**src/rtl/sme_dom_sched.sv**
```systemverilog
// rtl/sme_dom_sched.sv - two-requester scheduler feeding one masked (DOM) AND gadget
module sme_dom_sched #(
    parameter int D = 3,
    parameter int N = 32,
    localparam int RMAX = D + D * (D - 1) / 2
) (
    input  logic              g_clk,
    input  logic              g_reset,
    output logic              g_clk_req,
    input  logic              req0_valid,
    input  logic              req1_valid,
    output logic              req0_ready,
    output logic              req1_ready,
    input  logic [D*N-1:0]    req0_rs1,
    input  logic [D*N-1:0]    req0_rs2,
    input  logic [D*N-1:0]    req1_rs1,
    input  logic [D*N-1:0]    req1_rs2,
    output logic              rsp0_valid,
    output logic              rsp1_valid,
    input  logic              rsp0_ready,
    input  logic              rsp1_ready,
    output logic [D*N-1:0]    rsp_rd,
    output logic              rng_req,
    input  logic              rng_ack,
    input  logic [RMAX*N-1:0] rng_data,
    output logic              and_en,
    output logic [D*N-1:0]    and_rs1,
    output logic [D*N-1:0]    and_rs2,
    output logic [RMAX*N-1:0] and_rng,
    input  logic [D*N-1:0]    and_rd
);

    typedef enum logic [1:0] {IDLE, WAIT_RNG, EXEC, RESP} state_t;

    state_t              state_q;
    logic                rr_q;
    logic                id_q;
    logic [D*N-1:0]      rs1_q;
    logic [D*N-1:0]      rs2_q;
    logic [D*N-1:0]      res_q;
    logic [RMAX*N-1:0]   rng_q;
    logic                grant0;
    logic                grant1;
    logic                rsp_hs;
    logic                exec;

    // rr_q names the requester that wins when both are valid
    always_comb begin
        grant0 = 1'b0;
        grant1 = 1'b0;
        if (state_q == IDLE) begin
            if (rr_q) begin
                grant1 = req1_valid;
                grant0 = req0_valid & ~req1_valid;
            end else begin
                grant0 = req0_valid;
                grant1 = req1_valid & ~req0_valid;
            end
        end
    end

    assign req0_ready = grant0;
    assign req1_ready = grant1;
    assign rsp_hs     = (state_q == RESP) && (id_q ? rsp1_ready : rsp0_ready);
    assign exec       = (state_q == EXEC);

    // Shares reach the gadget only during EXEC so its inputs stay quiet otherwise
    assign and_en     = exec;
    assign and_rs1    = exec ? rs1_q : '0;
    assign and_rs2    = exec ? rs2_q : '0;
    assign and_rng    = exec ? rng_q : '0;

    assign rng_req    = (state_q == WAIT_RNG);
    assign rsp0_valid = (state_q == RESP) && !id_q;
    assign rsp1_valid = (state_q == RESP) && id_q;
    assign rsp_rd     = (state_q == RESP) ? res_q : '0;
    assign g_clk_req  = !g_reset && ((state_q != IDLE) || req0_valid || req1_valid);

    always_ff @(posedge g_clk or posedge g_reset) begin
        if (g_reset) begin
            state_q <= IDLE;
            rr_q    <= 1'b0;
            id_q    <= 1'b0;
            rs1_q   <= '0;
            rs2_q   <= '0;
            res_q   <= '0;
            rng_q   <= '0;
        end else begin
            case (state_q)
                IDLE: begin
                    if (grant0 || grant1) begin
                        rs1_q   <= grant1 ? req1_rs1 : req0_rs1;
                        rs2_q   <= grant1 ? req1_rs2 : req0_rs2;
                        id_q    <= grant1;
                        rr_q    <= grant0;
                        state_q <= WAIT_RNG;
                    end
                end
                WAIT_RNG: begin
                    if (rng_ack) begin
                        rng_q   <= rng_data;
                        state_q <= EXEC;
                    end
                end
                EXEC: begin
                    res_q   <= and_rd;
                    state_q <= RESP;
                end
                RESP: begin
                    // Scrub every secret-bearing register as the result leaves
                    if (rsp_hs) begin
                        rs1_q   <= '0;
                        rs2_q   <= '0;
                        rng_q   <= '0;
                        res_q   <= '0;
                        state_q <= IDLE;
                    end
                end
                default: state_q <= IDLE;
            endcase
        end
    end

endmodule

```
**config.mk**
```make
export PLATFORM = sky130hd
export DESIGN_NAME = sme_dom_sched
export DESIGN_NICKNAME = d
export VERILOG_FILES = /design/src/rtl/sme_dom_sched.sv
export SDC_FILE = /design/constraint.sdc
export NUM_CORES = 1
export LEC_CHECK = 0
export CAP_MARGIN = 10
export CORE_AREA = 4 4 449 451
export CTS_CLUSTER_SIZE = 30
export DETAILED_ROUTE_END_ITERATION = 12
export DIE_AREA = 0 0 453 455
export HOLD_SLACK_MARGIN = 0.06
export PLACE_DENSITY = 0.44
export REMOVE_ABC_BUFFERS = 1
export SETUP_SLACK_MARGIN = 0.1
export SLEW_MARGIN = 20
export SYNTH_ARGS = -nofsm -noshare
export SYNTH_HDL_FRONTEND = slang
export SYNTH_SLANG_ARGS = --single-unit
```
**constraint.sdc**
```tcl
create_clock -name g_clk -period 14.2 [get_ports g_clk]
set_input_delay 1.42 -clock g_clk [delete_from_list [all_inputs] [get_ports g_clk]]
set_output_delay 1.42 -clock g_clk [all_outputs]
set_load 0.005 [all_outputs]
```
==> flow_summary_export.csv, run 1 <==
group,metric,value,unit
yosys,synth-main-ff-cell,"dfrtp_1",
yosys,synth.yosys.seq_area_share,0.5120,
yosys,synth-simple-area-share,0.2110,
placement,io_buffer_count,1165,
routing,drt_iter0_drc,936,
sta,setup_viol,0,
clock_network,htreeDepth,3,
sta,max_freq,179.3,MHz
floorplanning,pin_count,1166,
yosys,synth_cell_types,26,
finish,mostFrequentLayoutCells,"1,165 x clkdlybuf4s50_1, 484 x dfrtp_1, 481 x and2_1, 197 x nand2_1, 195 x mux2i_1",
yosys,synthMuxAreaShare,0.08298,
finish,final_util,0.2042,
sta,finalHoldViolations,0,
floorplanning,die_w,453,µm
sta,setup_slack,8623,ps
sta,drv_slew,0,
critical_path,ff2ff_setup_slack,9970,ps
power_and_ir_drop,ir_drop,0.1918,mV
global_route,grt_pass1_vias,22251,
critical_path,required,12780,ps
yosys,synth_area_per_cell,10.48,µm²
yosys,synth-edff-count,0,
critical_path,endpoint_kind,"output port",
routing,drt_first_pass_iters,5,
routing,ant_nets,0,
floorplanning,dieArea,206100,µm²
yosys,synthArstFlopShare,1.000,
clock_network,clock-sinks,484,
routing,drcViolationCount,0,
critical_path,crit_fanout,92,
yosys,syn_area,23660,µm²
global_route,grt-ovfl-total,0,
clock_network,cts_resized,0,
critical_path,worstPathArrival,4160,ps
floorplanning,fp-row-count,163,
yosys,synthXorXnorAreaFrac,0,
global_route,grt_usage,0.1180,
critical_path,critical_path_class,"reg2out",
floorplanning,core_area,197200,µm²
status,status,"completed",
sta,fin_crit,5577,ps
clock_network,post_cts_buffers,0,
routing,drt_wl_total,128.2,mm
worst_hold_path,hold_class,"reg2reg",
global_route,antenna_found_initial,51,
clock_network,cts_tree,"done",
clock_network,cts_buffers,67,
clock_network,clock_path_buffers,3,
finish,layout_commonest_cell,"clkdlybuf4s50_1",
power_and_ir_drop,p_leak,15.68,nW
routing,avgViaCountPerCell,3.448,
sta,post-route-period-util,0.3928,
global_route,grt_first_pass_wirelength,174.0,mm
clock_network,cts_root_buf,"clkbuf_16",
yosys,synth-adder-area-share,0.002644,
clock_network,clkTransAtPathRegs,60,ps
floorplanning,die_height,455,µm
finish,layout.nets,3999,
yosys,synth_compound_area_frac,0.1496,
sta,finClkSkew,22.27,ps
job,drv_cap,0,
yosys,synth_top_family_by_area,"simple AND/OR/NAND/NOR gates",
routing,vias,20803,
yosys,synthCells,2257,
sta,rsz0062_at_grt,"false",
global_route,grt_max_degree,185,
finish,syn2layout_area_growth,70.20,%
power_and_ir_drop,power.density,177.7,nW/µm²
yosys,ys_ff_latch,484,
floorplanning,start_util,0.1200,
finish,drive_gt1_frac,0.03832,
sta,worst_pin_slew,1170,ps
clock_network,clk_latency,660,ps
clock_network,holdBufCountCts,0,
critical_path,worst_setup_path_start_kind,"flop",
yosys,yosys_warnings,0,
placement,hpwl,97.85,mm
placement,gp_congestion,0.7903,
sta,slew_headroom,0.2198,
routing,wl_per_cell,21.26,µm
placement,dp_slack,9000,ps
==> where the power goes <==
group / internal [mW] / total, mW / switching (mW) / leakage, nW
registers: 1.93 / 2.20 / 0.279 / 6.26
logic: 1.48 / 3.22 / 1.74 / 8.35
clock network: 1.03 / 1.73 / 0.701 / 1.07
==> Yosys cell counts, types with 2 or more instances <==
library cell	n	area, µm²
dfrtp_1	484	12110
and2_1	481	3009
nand2_1	197	739.5
mux2i_1	195	1952
nand2b_1	193	1207
o21ai_0	193	965.9
o2bb2ai_1	192	1682
clkbuf_1	110	412.9
a22o_1	96	840.8
buf_2	51	255.2
buf_4	20	150.1
buf_1	11	41.29
buf_6	10	112.6
ha_1	5	62.56
inv_1	5	18.77
a21oi_1	2	10.01
nor2_1	2	7.510
nor2b_1	2	12.51
==> worst paths after layout <==
path,start,endpoint,depth (start not counted)
worst max-delay path,state_q[1],rsp_rd[75],5
worst min-delay path,rng_q[133],rng_q[133],2
worst max register to register,state_q[0],res_q[81],8
worst min register to register,rng_q[133],rng_q[133],2
max in group asynchronous,g_reset,rng_q[68],5
min in group asynchronous,g_reset,rng_q[52],2
==> cells by family (layout without fill, tap and decap cells) <==
logic type                 count (synthesis)  in the layout
and+or+nand+nor                          877            877
DFF                                      484            484
muxes                                    196            196
AOI/OAI and AO/OA                        488            488
buffers and inverters                    207           1316
other                                      0             27
adders and majority gates                  5              5
==> area by class of cell <==
cell class | count | area [µm²]
inverters | 5 | 26.28
repair buffers | 1191 | 11940
clock buffers | 110 | 2053
clock inverters | 10 | 147.6
flip-flops and latches | 484 | 12110
multi-input cells | 1566 | 10610
fillers | 21760 | 156900
diodes | 27 | 67.56
well taps | 2640 | 3303
==> registers in the layout (all words and copies together) (netlist names) <==
signal / count
rng_q: 192
res_q: 96
rs1_q: 96
rs2_q: 96
state_q: 2
id_q: 1
rr_q: 1
==> worst max-delay path: stages (launching register included) <==
cell and delay (ps):
dfrtp_1 450, ha_4 630, buf_4 710, buf_4 760, and2_1 240, clkdlybuf4s50_1 510
==> per-stage QoR <==
stage / hold slack [ps] / area [µm²] / TNS (ps) / cells / power (mW)
final: 470.4 / 40270 / 0 / 6033 / 7.154
after global routing: 484.3 / 40260 / 0 / 6030 / 7.692
after floorplan: 441.8 / 22690 / -351380 / 2055 / 3.999
after global placement: 452.8 / 37980 / 0 / 5885 / 5.530
after CTS: 475.7 / 40180 / 0 / 6005 / 7.350
after detailed placement: 463.0 / 37980 / 0 / 5885 / 5.545
==> routing by layer <==
metal  wire length, µm  vias to the layer above  track usage
met3              9395                      192      0.03898
met1             45420                    10014       0.1200
li1                  -                     9839            -
met5               138                        -            0
met4              5152                       20      0.06019
met2             68130                      738       0.2151
Power figures use the tool's default switching activity.
==> inputs of run 2 (changes only) <==
==> constraint.sdc (replaced) <==
create_clock -name g_clk -period 5.05 [get_ports g_clk]
set_input_delay 0.505 -clock g_clk [delete_from_list [all_inputs] [get_ports g_clk]]
set_output_delay 0.505 -clock g_clk [all_outputs]
set_load 0.005 [all_outputs]
==> run 2 against run 1 <==
Sequential cell count did not move; sequential share of layout area down 0.29 points; sequential power grew to 2.9 times the previous value; first-iteration DRC count increased by 2.5%; total power increased to 2.9 times the previous value; wire length grew 2.7%; global-route usage increased by 0.38 points; critical path depth increased by 1; die area unchanged; via count is 0.56% higher; critical path type unchanged; highest routed layer unchanged.
==> flow_summary_export.csv, run 2 (same netlist as run 1, synthesis figures left out) <==
group,metric,value,unit
floorplanning,core_area,197200,µm²
finish,seq_area,12110,µm²
critical_path,worstPathArrival,3160,ps
sta,slew_headroom,0.4453,
critical_path,worst_setup_path_start_kind,"flop",
clock_network,cts_tree,"done",
placement,dpl_cell_area,38300,µm²
sta,finClkSkew,24.26,ps
critical_path,required,4550,ps
floorplanning,die_w,453,µm
floorplanning,die_height,455,µm
clock_network,clk_latency,670,ps
routing,drt_iter0_drc,959,
global_route,antenna_found_initial,36,
global_route,grt_max_degree,130,
global_route,grt-ovfl-total,0,
sta,fin_crit,3667,ps
placement,dp.cells,5905,
global_route,grt_pass1_vias,22490,
clock_network,clkTransAtPathRegs,60,ps
finish,mostFrequentLayoutCells,"1,165 x clkdlybuf4s50_1, 484 x dfrtp_1, 481 x and2_1, 197 x nand2_1, 195 x mux2i_1",
finish,drive_gt1_frac,0.04839,
routing,ant_nets,0,
routing,drt_first_pass_iters,4,
critical_path,endpoint_kind,"output port",
global_route,grt_usage,0.1218,
clock_network,cts_buffers,68,
power_and_ir_drop,sw_frac_of_total,0.3810,
finish,fin_cells,6035,
clock_network,cts_resized,0,
job,drv_cap,0,
global_route,grt_first_pass_wirelength,179.3,mm
routing,drcViolationCount,0,
sta,drv_slew,0,
finish,largest_reg_flops,192,
finish,layout.nets,4019,
clock_network,clock-sinks,484,
sta,max_freq,272.7,MHz
clock_network,post_cts_buffers,0,
power_and_ir_drop,combPwrFrac,0.443,
routing,avgViaCountPerCell,3.466,
sta,setup_viol,0,
critical_path,critical_path_class,"reg2out",
sta,tns,0,ps
placement,io_buffer_count,1165,
power_and_ir_drop,power_frac_seq,0.311,
routing,vias,20919,
floorplanning,start_util,0.1200,
clock_network,clock_path_buffers,3,
floorplanning,dieArea,206100,µm²
critical_path,timing.critical_path.buf_inv,4,
placement,gp_congestion,0.8191,
finish,syn2layout_area_growth,71.84,%
power_and_ir_drop,power.switching,7.892,mW
sta,worst_pin_slew,832.0,ps
finish,top_register,"rng_q",
routing,wl_per_cell,21.82,µm
worst_hold_path,hold_class,"in2async",
critical_path,crit_fanout,50,
clock_network,htreeDepth,3,
power_and_ir_drop,p_leak,15.90,nW
sta,finalHoldViolations,0,
critical_path,crit_chain,"inv_1 > ha_4 > buf_12 > buf_4 > and2_1 > clkdlybuf4s50_1",
power_and_ir_drop,power.density,509.5,nW/µm²
placement,hpwl,102.2,mm
finish,multi_input_area,10610,µm²
clock_network,holdBufCountCts,0,
finish,layout_commonest_cell,"clkdlybuf4s50_1",
finish,stdcell_area,40650,µm²
sta,post-route-period-util,0.7262,
routing,drt_wl_total,131.7,mm
power_and_ir_drop,p_int,12.82,mW
sta,rsz0062_at_grt,"false",
power_and_ir_drop,clock_power_share,0.247,
critical_path,slowest_delay,560,ps
finish,n_fill_cell,21696,
critical_path,slowest_stage,"clkdlybuf4s50_1",
floorplanning,fp-row-count,163,
clock_network,cts_root_buf,"clkbuf_16",
critical_path,crit_family,"buffers and inverters",
floorplanning,pin_count,1166,
power_and_ir_drop,ir_drop,0.4531,mV
status,status,"completed",
## run 2: changes by cell type in the layout (fill, tap and decap cells not counted), sizes merged
cell	change
clkinvlp	+5
clkinv	+10
diode	-21
bufinv	+6
inv	+3
buf	+19
clkbuf	-20
## run 2: worst paths after layout
kind / from / slack, ps / end / cells past startpoint
max: state_q[0] / 1380 / and_rng[126] / 6
min: g_reset / 400 / rng_q[135] / 2
max reg2reg: state_q[1] / 2170 / rs2_q[25] / 6
min reg2reg: rng_q[73] / 470 / rng_q[73] / 2
max in group asynchronous: g_reset / 3540 / rng_q[93] / 3
min in group g_clk: rng_data[87] / 410 / rng_q[87] / 3
## run 2: area by class of cell
| cell class | instances | area share |
|---|---|---|
| Tap cell | 2640 | 0.08125 |
| Sequential cell | 484 | 0.2979 |
| Multi-Input combinational cell | 1566 | 0.2611 |
| Antenna cell | 6 | 0.0003693 |
| Timing Repair Buffer | 1210 | 0.3013 |
| Clock buffer | 90 | 0.04614 |
| Inverter | 5 | 0.0006463 |
| Clock inverter | 34 | 0.01130 |
## run 2: per-layer routing
metal | track usage | vias to the layer above | wire (µm)
met5 | 0 | - | 53
met4 | 0.03470 | 8 | 3116
met3 | 0.03673 | 156 | 9253
met2 | 0.2360 | 707 | 72480
met1 | 0.1251 | 10185 | 46760
li1 | - | 9863 | -
## run 2: power groups by stage
stage                     combinational [mW]  sequential, mW  clock (mW)
after detailed placement                9.46            6.54           0
after global placement                  9.36            6.55           0
after floorplan                         5.19            6.31           0
after global routing                    10.1            6.63        5.51
after CTS                               9.46            6.51        5.36
final                                   9.17            6.44        5.11
## run 2: metrics by stage
stage	power, mW	worst slack (ps)	hold WS, ps	utilization
floorplan	11.50	-8961	441.8	-
global placement	15.91	2003	452.5	0.1942
detailed placement	16.00	2007	462.0	0.1942
CTS	21.33	1204	290.6	0.2061
global route	22.23	1156	353.0	0.2061
finish	20.71	1383	396.6	0.2061
## run 2: worst reg2reg max path, delay by kind of cell (launching register included)
kind,cells,cell delay [ps]
compound gates,2,430
flops,1,450
buf+inv,2,1060
fa+ha+maj,1,570
simple gates,1,260
==> inputs of run 3 (changes only) <==
--- a/config.mk
+++ b/config.mk
@@ -6,12 +6,12 @@
 export NUM_CORES = 1
 export LEC_CHECK = 0
 export CAP_MARGIN = 10
-export CORE_AREA = 4 4 449 451
+export CORE_AREA = 4 4 458 460
 export CTS_CLUSTER_SIZE = 30
 export DETAILED_ROUTE_END_ITERATION = 12
-export DIE_AREA = 0 0 453 455
+export DIE_AREA = 0 0 462 464
 export HOLD_SLACK_MARGIN = 0.06
-export PLACE_DENSITY = 0.44
+export PLACE_DENSITY = 0.42
 export REMOVE_ABC_BUFFERS = 1
 export SETUP_SLACK_MARGIN = 0.1
 export SLEW_MARGIN = 20
==> constraint.sdc (replaced) <==
create_clock -name g_clk -period 3.8 [get_ports g_clk]
set_input_delay 0.38 -clock g_clk [delete_from_list [all_inputs] [get_ports g_clk]]
set_output_delay 0.38 -clock g_clk [all_outputs]
set_load 0.005 [all_outputs]
==> run 3 against run 2 <==
Sequential cell count is the same; sequential share of layout area shrank 0.28 points; largest cell class unchanged; highest routed layer unchanged; clock power is 33% higher; count of clock-buffer cells in the layout is 10 higher; utilization down 0.69 points; via count increased by 1.5%; register-to-register slack worse by 990 ps.
==> flow_summary_export.csv, run 3 (same netlist as run 1, synthesis figures left out) <==
group,metric,value,unit
status,status,"completed",
placement,dpl_cell_area,38610,µm²
sta,finClkSkew,30.97,ps
floorplanning,dieArea,214400,µm²
clock_network,clock-sinks,484,
routing,drt_iter0_drc,820,
sta,post-route-period-util,0.8806,
floorplanning,pin_count,1166,
placement,hpwl,108.5,mm
clock_network,clk_latency,690,ps
critical_path,crit_fanout,114,
global_route,grt_max_degree,143,
worst_hold_path,hold_class,"in2async",
routing,avgViaCountPerCell,3.457,
sta,setup_slack,453.9,ps
power_and_ir_drop,p_leak,16.04,nW
routing,drcViolationCount,0,
floorplanning,fp-row-count,167,
power_and_ir_drop,sw_frac_of_total,0.3795,
finish,layout_commonest_cell,"clkdlybuf4s50_1",
sta,setup_viol,0,
routing,ant_nets,0,
critical_path,r2r_cells,9,
job,drv_cap,0,
floorplanning,die_height,464,µm
clock_network,clock_path_buffers,3,
floorplanning,core_area,206000,µm²
clock_network,holdBufCountCts,0,
routing,drt_first_pass_iters,4,
critical_path,slowest_delay,540,ps
power_and_ir_drop,power.switching,10.51,mW
critical_path,reg2reg_to,"rs1_q[40]",
power_and_ir_drop,clock_power_share,0.247,
global_route,grt-ovfl-total,0,
routing,drt_wl_total,136.5,mm
global_route,grt_pass1_vias,22637,
placement,dp_slack,1094,ps
power_and_ir_drop,total_power,27.68,mW
finish,drive_gt1_frac,0.05448,
routing,wl_per_cell,22.23,µm
routing,vias,21223,
critical_path,slowest_stage,"clkdlybuf4s50_1",
power_and_ir_drop,power_frac_seq,0.308,
clock_network,cts_resized,0,
power_and_ir_drop,p_int,17.18,mW
finish,largest_reg_flops,192,
power_and_ir_drop,power.density,674.5,nW/µm²
critical_path,endpoint_kind,"output port",
critical_path,critical_path_class,"reg2out",
clock_network,clkTransAtPathRegs,60,ps
critical_path,ff2ff_setup_slack,1180,ps
finish,mostFrequentLayoutCells,"1,165 x clkdlybuf4s50_1, 484 x dfrtp_1, 481 x and2_1, 197 x nand2_1, 195 x mux2i_1",
critical_path,worstPathArrival,2970,ps
finish,syn2layout_area_growth,73.47,%
critical_path,timing.critical_path.buf_inv,3,
critical_path,crit_family,"buffers and inverters",
critical_path,path_depth,5,
global_route,grt_first_pass_wirelength,185.3,mm
placement,gp_congestion,0.7853,
sta,fin_crit,3346,ps
floorplanning,start_util,0.1148,
sta,drv_slew,0,
global_route,grt_usage,0.1220,
global_route,antenna_found_initial,85,
critical_path,cp-startpoint,"state_q[0]",
floorplanning,die_w,462,µm
finish,top_register,"rng_q",
clock_network,cts_root_buf,"clkbuf_16",
clock_network,cts_tree,"done",
clock_network,cts_buffers,69,
power_and_ir_drop,ir_drop,0.5783,mV
finish,layout.nets,4043,
critical_path,crit_chain,"inv_1 > ha_4 > buf_12 > and2_1 > clkdlybuf4s50_1",
finish,stdcell_area,41040,µm²
sta,slew_headroom,0.3138,
sta,rsz0062_at_grt,"false",
critical_path,worst_setup_path_start_kind,"flop",
sta,finalHoldViolations,0,
critical_path,required,3420,ps
clock_network,htreeDepth,3,
placement,io_buffer_count,1165,
sta,worst_pin_slew,1025,ps
critical_path,regToRegStartpoint,"state_q[0]",
sta,max_freq,298.9,MHz
clock_network,post_cts_buffers,0,
power_and_ir_drop,combPwrFrac,0.445,
## run 3: area by class of cell
cell class | instances | area [µm²]
Inverter | 5 | 26.28
Fill cell | 22687 | 165000
Antenna cell | 21 | 52.55
Tap cell | 2704 | 3383
Clock buffer | 100 | 1983
Timing Repair Buffer | 1233 | 12470
Multi-Input combinational cell | 1566 | 10610
Sequential cell | 484 | 12110
Clock inverter | 26 | 397.9
## run 3: how the worst max path moves through the flow
stage                              end  slack, ps
after floorplan                   id_q     -10090
after global placement       rs1_q[40]       1100
after detailed placement     rs1_q[40]       1090
after CTS                  and_rs2[16]        300
after global routing        req1_ready        270
final                     and_rng[101]        450
## run 3: worst reg2reg max path, cell delays in order, from the launching register on
cell       delay, ps
dfrtp_1          430
inv_1            180
ha_1             280
nand2_1          130
a21oi_4          150
buf_12           220
buf_12           290
buf_4            310
mux2i_1          370
o2bb2ai_1        130
## run 3: stage by stage
stage / hold slack, ps / cells / util / setup TNS (ps)
after global placement: 454.7 / 5992 / 0.1874 / 0
after detailed placement: 462.5 / 5992 / 0.1874 / 0
after floorplan: 441.8 / 2055 / - / -8471030
final: 233.8 / 6139 / 0.1992 / 0
after global routing: 187.4 / 6129 / 0.1991 / 0
after CTS: 133.4 / 6118 / 0.1989 / 0
## run 3: power by group through the flow
| stage | Clock (mW) | Combinational, mW | Sequential (mW) |
|---|---|---|---|
| floorplan | 0 | 6.17 | 7.89 |
| global placement | 0 | 12.6 | 8.69 |
| detailed placement | 0 | 12.7 | 8.66 |
| CTS | 7.17 | 12.7 | 8.62 |
| global route | 7.33 | 13.6 | 8.78 |
| finish | 6.82 | 12.3 | 8.53 |
## run 3: layer usage
| layer | up-vias | wire, µm | GRT usage |
|---|---|---|---|
| met1 | 10059 | 51030 | 0.1323 |
| met3 | 232 | 13040 | 0.04617 |
| met4 | 38 | 4238 | 0.04386 |
| met2 | 952 | 67900 | 0.2152 |
| met5 | - | 264 | 0 |
| li1 | 9942 | - | - |
